--- config.mk ---
export PLATFORM = sky130hd
export DESIGN_NAME = aes128_round_ctrl
export DESIGN_NICKNAME = d
export VERILOG_FILES = /design/src/rtl/aes128_round_ctrl.sv
export SDC_FILE = /design/constraint.sdc
export NUM_CORES = 1
export LEC_CHECK = 0
export ABC_AREA = 0
export ABC_CLOCK_PERIOD_IN_PS = 1700
export CAP_MARGIN = 20
export CORE_UTILIZATION = 43
export CTS_CLUSTER_SIZE = 25
export DETAILED_ROUTE_END_ITERATION = 6
export PLACE_DENSITY = 0.75
export SYNTH_ARGS = -nofsm -noshare
export SYNTH_HDL_FRONTEND = slang
export SYNTH_SLANG_ARGS = --single-unit
--- constraint.sdc ---
create_clock -name i_clk -period 1.7 [get_ports i_clk]
set_clock_uncertainty 0.05 [all_clocks]
set_input_delay 0.255 -clock i_clk [delete_from_list [all_inputs] [get_ports i_clk]]
set_output_delay 0.255 -clock i_clk [all_outputs]
set_load 0.1 [all_outputs]
--- src/rtl/aes128_round_ctrl.sv ---
// aes128_round_ctrl: iterative AES-128 round sequencer.
// Fetches each round key, then strobes one datapath load per round.
module aes128_round_ctrl #(
  parameter int NR       = 10,
  parameter int PIPE_LAT = 1
) (
  input  logic       i_clk,
  input  logic       i_rstn,
  input  logic       i_start,
  output logic       o_ready,
  input  logic       i_abort,
  output logic       o_keyReq,
  output logic [3:0] o_keyRound,
  input  logic       i_keyAck,
  output logic       o_stateLoad,
  output logic [1:0] o_stateSel,
  output logic       o_busy,
  output logic       o_valid,
  input  logic       i_outReady
);

  typedef enum logic [1:0] {
    IDLE,
    KEYREQ,
    EXEC,
    DONE
  } state_t;

  localparam logic [3:0] RLAST = 4'(NR);
  localparam logic [2:0] WLAST = 3'(PIPE_LAT - 1);

  state_t     state, state_n;
  logic [3:0] rnd, rnd_n;
  logic [2:0] wcnt, wcnt_n;
  logic       last;

  always_ff @(posedge i_clk) begin
    if (!i_rstn) begin
      state <= IDLE;
      rnd   <= '0;
      wcnt  <= '0;
    end else begin
      state <= state_n;
      rnd   <= rnd_n;
      wcnt  <= wcnt_n;
    end
  end

  assign last = (state == EXEC) && (wcnt == WLAST);

  always_comb begin
    state_n = state;
    rnd_n   = rnd;
    wcnt_n  = wcnt;
    unique case (state)
      IDLE: begin
        if (i_start) begin
          state_n = KEYREQ;
          rnd_n   = '0;
        end
      end
      KEYREQ: begin
        if (i_keyAck) begin
          state_n = EXEC;
          wcnt_n  = '0;
        end
      end
      EXEC: begin
        if (!last) begin
          wcnt_n = wcnt + 3'd1;
        end else if (rnd == RLAST) begin
          state_n = DONE;
        end else begin
          state_n = KEYREQ;
          rnd_n   = rnd + 4'd1;
        end
      end
      DONE: begin
        if (i_outReady) begin
          state_n = IDLE;
          rnd_n   = '0;
        end
      end
      default: state_n = IDLE;
    endcase
    // abort drops the block; it never blocks an IDLE start
    if (i_abort && state != IDLE) begin
      state_n = IDLE;
      rnd_n   = '0;
    end
  end

  always_comb begin
    o_ready     = 1'b0;
    o_keyReq    = 1'b0;
    o_keyRound  = '0;
    o_stateLoad = 1'b0;
    o_stateSel  = 2'd0;
    o_busy      = 1'b1;
    o_valid     = 1'b0;
    unique case (state)
      IDLE: begin
        o_ready = 1'b1;
        o_busy  = 1'b0;
      end
      KEYREQ: begin
        o_keyReq   = 1'b1;
        o_keyRound = rnd;
      end
      EXEC: begin
        o_keyRound  = rnd;
        o_stateLoad = last;
        if (last) begin
          if (rnd == 4'd0)
            o_stateSel = 2'd1;
          else if (rnd == RLAST)
            o_stateSel = 2'd3;
          else
            o_stateSel = 2'd2;
        end
      end
      DONE: begin
        o_valid = 1'b1;
      end
      default: o_busy = 1'b1;
    endcase
  end

endmodule

==> impl_metrics.env <==
export IMPL_reg2reg_to="rnd[0]"
export IMPL_min_to="wcnt[0]"
export IMPL_ioPinCount=17
export IMPL_status="complete, but fails checks"
export IMPL_synth_edf_count=0
export IMPL_cp_slowest_cell="dfxtp_4"
export IMPL_rsz0062_at_grt="true"
export IMPL_min_delay_path_depth=2
export IMPL_start_util=0.476
export IMPL_core_area_sq_um=1540
export IMPL_hpwlAfterDp_mm=1.41
export IMPL_relSlewSlack=0.755
export IMPL_syn_inst=85
export IMPL_synth_distinct_cells=30
export IMPL_synth_flop_cell="dfxtp_1"
export IMPL_clock_latency_ns=0.27
export IMPL_syn_nets=101
export IMPL_async_flop_share=0
export IMPL_grt_usage=0.233
export IMPL_vias_per_cell=5.73
export IMPL_violations="setup timing"
export IMPL_drt_initial_drc_count=18
export IMPL_drt_pass1_iterations=4
export IMPL_cts_max_level=1
export IMPL_grt_max_degree=14
export IMPL_fin_crit_sh=1.02
export IMPL_hold_start="wcnt[0]"
export IMPL_place_ws_ns=-0.0750
export IMPL_place_congestion=0.801
export IMPL_antenna_found_initial=0
export IMPL_dieArea_sq_um=1870
export IMPL_worst_slew_pin_slew_ns=0.367
export IMPL_drcViolationCount=0
export IMPL_fin_ws_ns=-0.0286
export IMPL_syn_avg_cell_area_sq_um=8.63
export IMPL_clock_sinks=9
export IMPL_tritoncts="done"
export IMPL_syn_area_sq_um=733
export IMPL_fin_crit_ns=1.73
export IMPL_hp_class="reg2reg"
export IMPL_maxCapViolations=0
export IMPL_drive_gt1_frac=0.517
export IMPL_end_kind="register"
export IMPL_critPathArrivalTime_ns=1.85
export IMPL_reg2reg_slack_ns=-0.03
export IMPL_worst_r2r_path_depth=7
export IMPL_finalSetupViolCount=2
export IMPL_cts_buffers_inserted=3
export IMPL_path_max_fanout=5
export IMPL_area_growth_pct=79.0
export IMPL_path_buf_inv=3
export IMPL_critical_path_top_delay_family="compound AO/OA/AOI/OAI gates"
export IMPL_layout_nets=135
export IMPL_numPortBuffers=16
export IMPL_worstSetupStartpointType="register"
export IMPL_ant_nets=0
export IMPL_wirelength_mm=2.07
export IMPL_max_freq_mhz=579
export IMPL_vias=768
export IMPL_cpPeakStageDelay_ns=0.36
export IMPL_rows=14
export IMPL_wire_per_inst_um=15.5
export IMPL_grt_ovfl_total=0
export IMPL_cts_root_buf="clkbuf_4"
export IMPL_yosysWarnings=0
export IMPL_timing_critical_path_cells="buf_6 -> ha_4 -> buf_8 -> buf_4 -> a211oi_2 -> nand4_1 -> a21oi_1"
export IMPL_die_w_um=43.3
export IMPL_yosysSeqAreaShare=0.246
export IMPL_cts_clk_slew_worst_paths_ns=0.07
export IMPL_grt_pass1_vias=741
export IMPL_total_power_w=0.00195
export IMPL_timing_rr_start="state[1]"
export IMPL_num_antenna_cells=0
export IMPL_dieHeight_um=43.3
export IMPL_drv_slew=0
export IMPL_cts_hold_fix_buffers=0
export IMPL_final_hold_violation_count=0
export IMPL_critical_path_class="reg2reg"
export IMPL_grt_pass1_wl_mm=3.16
export IMPL_p_leak_nw=0.503
export IMPL_ys_ff_latch=9
export IMPL_critPathRequiredTime_ns=1.82
export IMPL_ir_worst_vdd_mv=1.94
export IMPL_power_density_nw_per_um2=1490
export IMPL_cts_max_path_buffers=2
-- layout make-up --
type / count / area [sq um]
tap: 16 / 20.0
inverter: 9 / 43.8
clock buffer: 4 / 26.3
sequential: 9 / 191
multi-input combinational: 66 / 627
timing repair buffer: 30 / 404
fill: 84 / 229
-- power breakdown --
part	switching [W]	leakage [nW]	internal (W)
Combinational	0.000865	0.412	0.000616
Clock	0.0000812	0.0150	0.0000904
Sequential	0.0000462	0.0757	0.000250
Total	0.000992	0.503	0.000957
-- flip-flops by register name, summed over array words and instances, names as in the netlist --
signal  count
wcnt        3
state       2
rnd         4
-- through the flow --
stage | std cells | TNS, ns | utilization | hold WS [ns] | cell area, sq um
2_1_floorplan | 85 | -1.07 | - | 0.351 | 826
3_3_place_gp | 123 | -0.0401 | 0.755 | 0.446 | 1160
3_5_place_dp | 123 | -0.143 | 0.755 | 0.452 | 1160
4_1_cts | 129 | -0.0261 | 0.810 | 0.448 | 1250
5_1_grt | 134 | -0.237 | 0.851 | 0.476 | 1310
6_report | 134 | -0.0546 | 0.851 | 0.444 | 1310
-- layout by cell type (no fill, tap or decap), drive strengths merged --
cell	instances
o31ai	2
a211o	1
nand4b	1
and3	1
nand2	1
buf	24
ha	10
clkbuf	5
nor2b	6
nand3	1
mux2i	1
and2	5
a21oi	6
a211oi	1
inv	7
clkdlybuf4s50	5
a311oi	1
nor3	3
o2111ai	1
nand2b	3
nor4	1
dfxtp	9
xnor2	1
clkinvlp	2
o21ai	6
nand4	5
a21boi	2
a2111oi	1
nor2	4
nand3b	2
-- routing by layer --
layer / up-vias / track usage / share of wire
li1: 375 / - / -
met3: 4 / 0.0511 / 0.039
met2: 27 / 0.406 / 0.51
met1: 362 / 0.263 / 0.43
met4: 0 / 0.115 / 0.021
met5: - / 0 / 0
-- timing repair --
item | in CTS | in global routing
endpoints found under the setup margin | 13 | 8
gates resized for setup | 15 | 3
pin swaps | 4 | 6
cloned | 0 | 1
setup buffers | 2 | 5
-- worst min-delay path, stage by stage (launching register included) --
cell	delay [ns]
dfxtp_2	0.34
nand2_1	0.05
a21boi_0	0.06
-- logic make-up after synthesis --
logic type	count (synthesis)	synth area share
simple gates	33	0.290
compound gates	21	0.215
buf+inv	10	0.0529
fa+ha+maj	10	0.171
flops	9	0.246
xor+xnor	1	0.0119
mux	1	0.0137
-- cells in the mapped netlist, types with 2 or more instances --
cell type	instances	area [sq um]
nor3_1	3	15.0
ha_1	10	125
a21oi_1	6	30.0
a21boi_0	2	15.0
inv_1	9	33.8
dfxtp_1	9	180
nand4_1	5	31.3
o21ai_0	6	30.0
nor2_1	4	15.0
nor2b_1	5	31.3
o31ai_1	2	15.0
nand2b_1	2	12.5
and2_1	5	31.3
-- how the worst max path moves through the flow --
stage | endpoint | cells past startpoint | startpoint
floorplan | o_stateSel[0] | 4 | state[0]
global placement | state[1] | 5 | i_keyAck
detailed placement | state[1] | 6 | state[1]
CTS | o_stateSel[0] | 5 | state[0]
global route | o_stateSel[0] | 5 | state[1]
finish | rnd[0] | 7 | state[1]
Note: power is estimated with default switching activity, not from simulation.
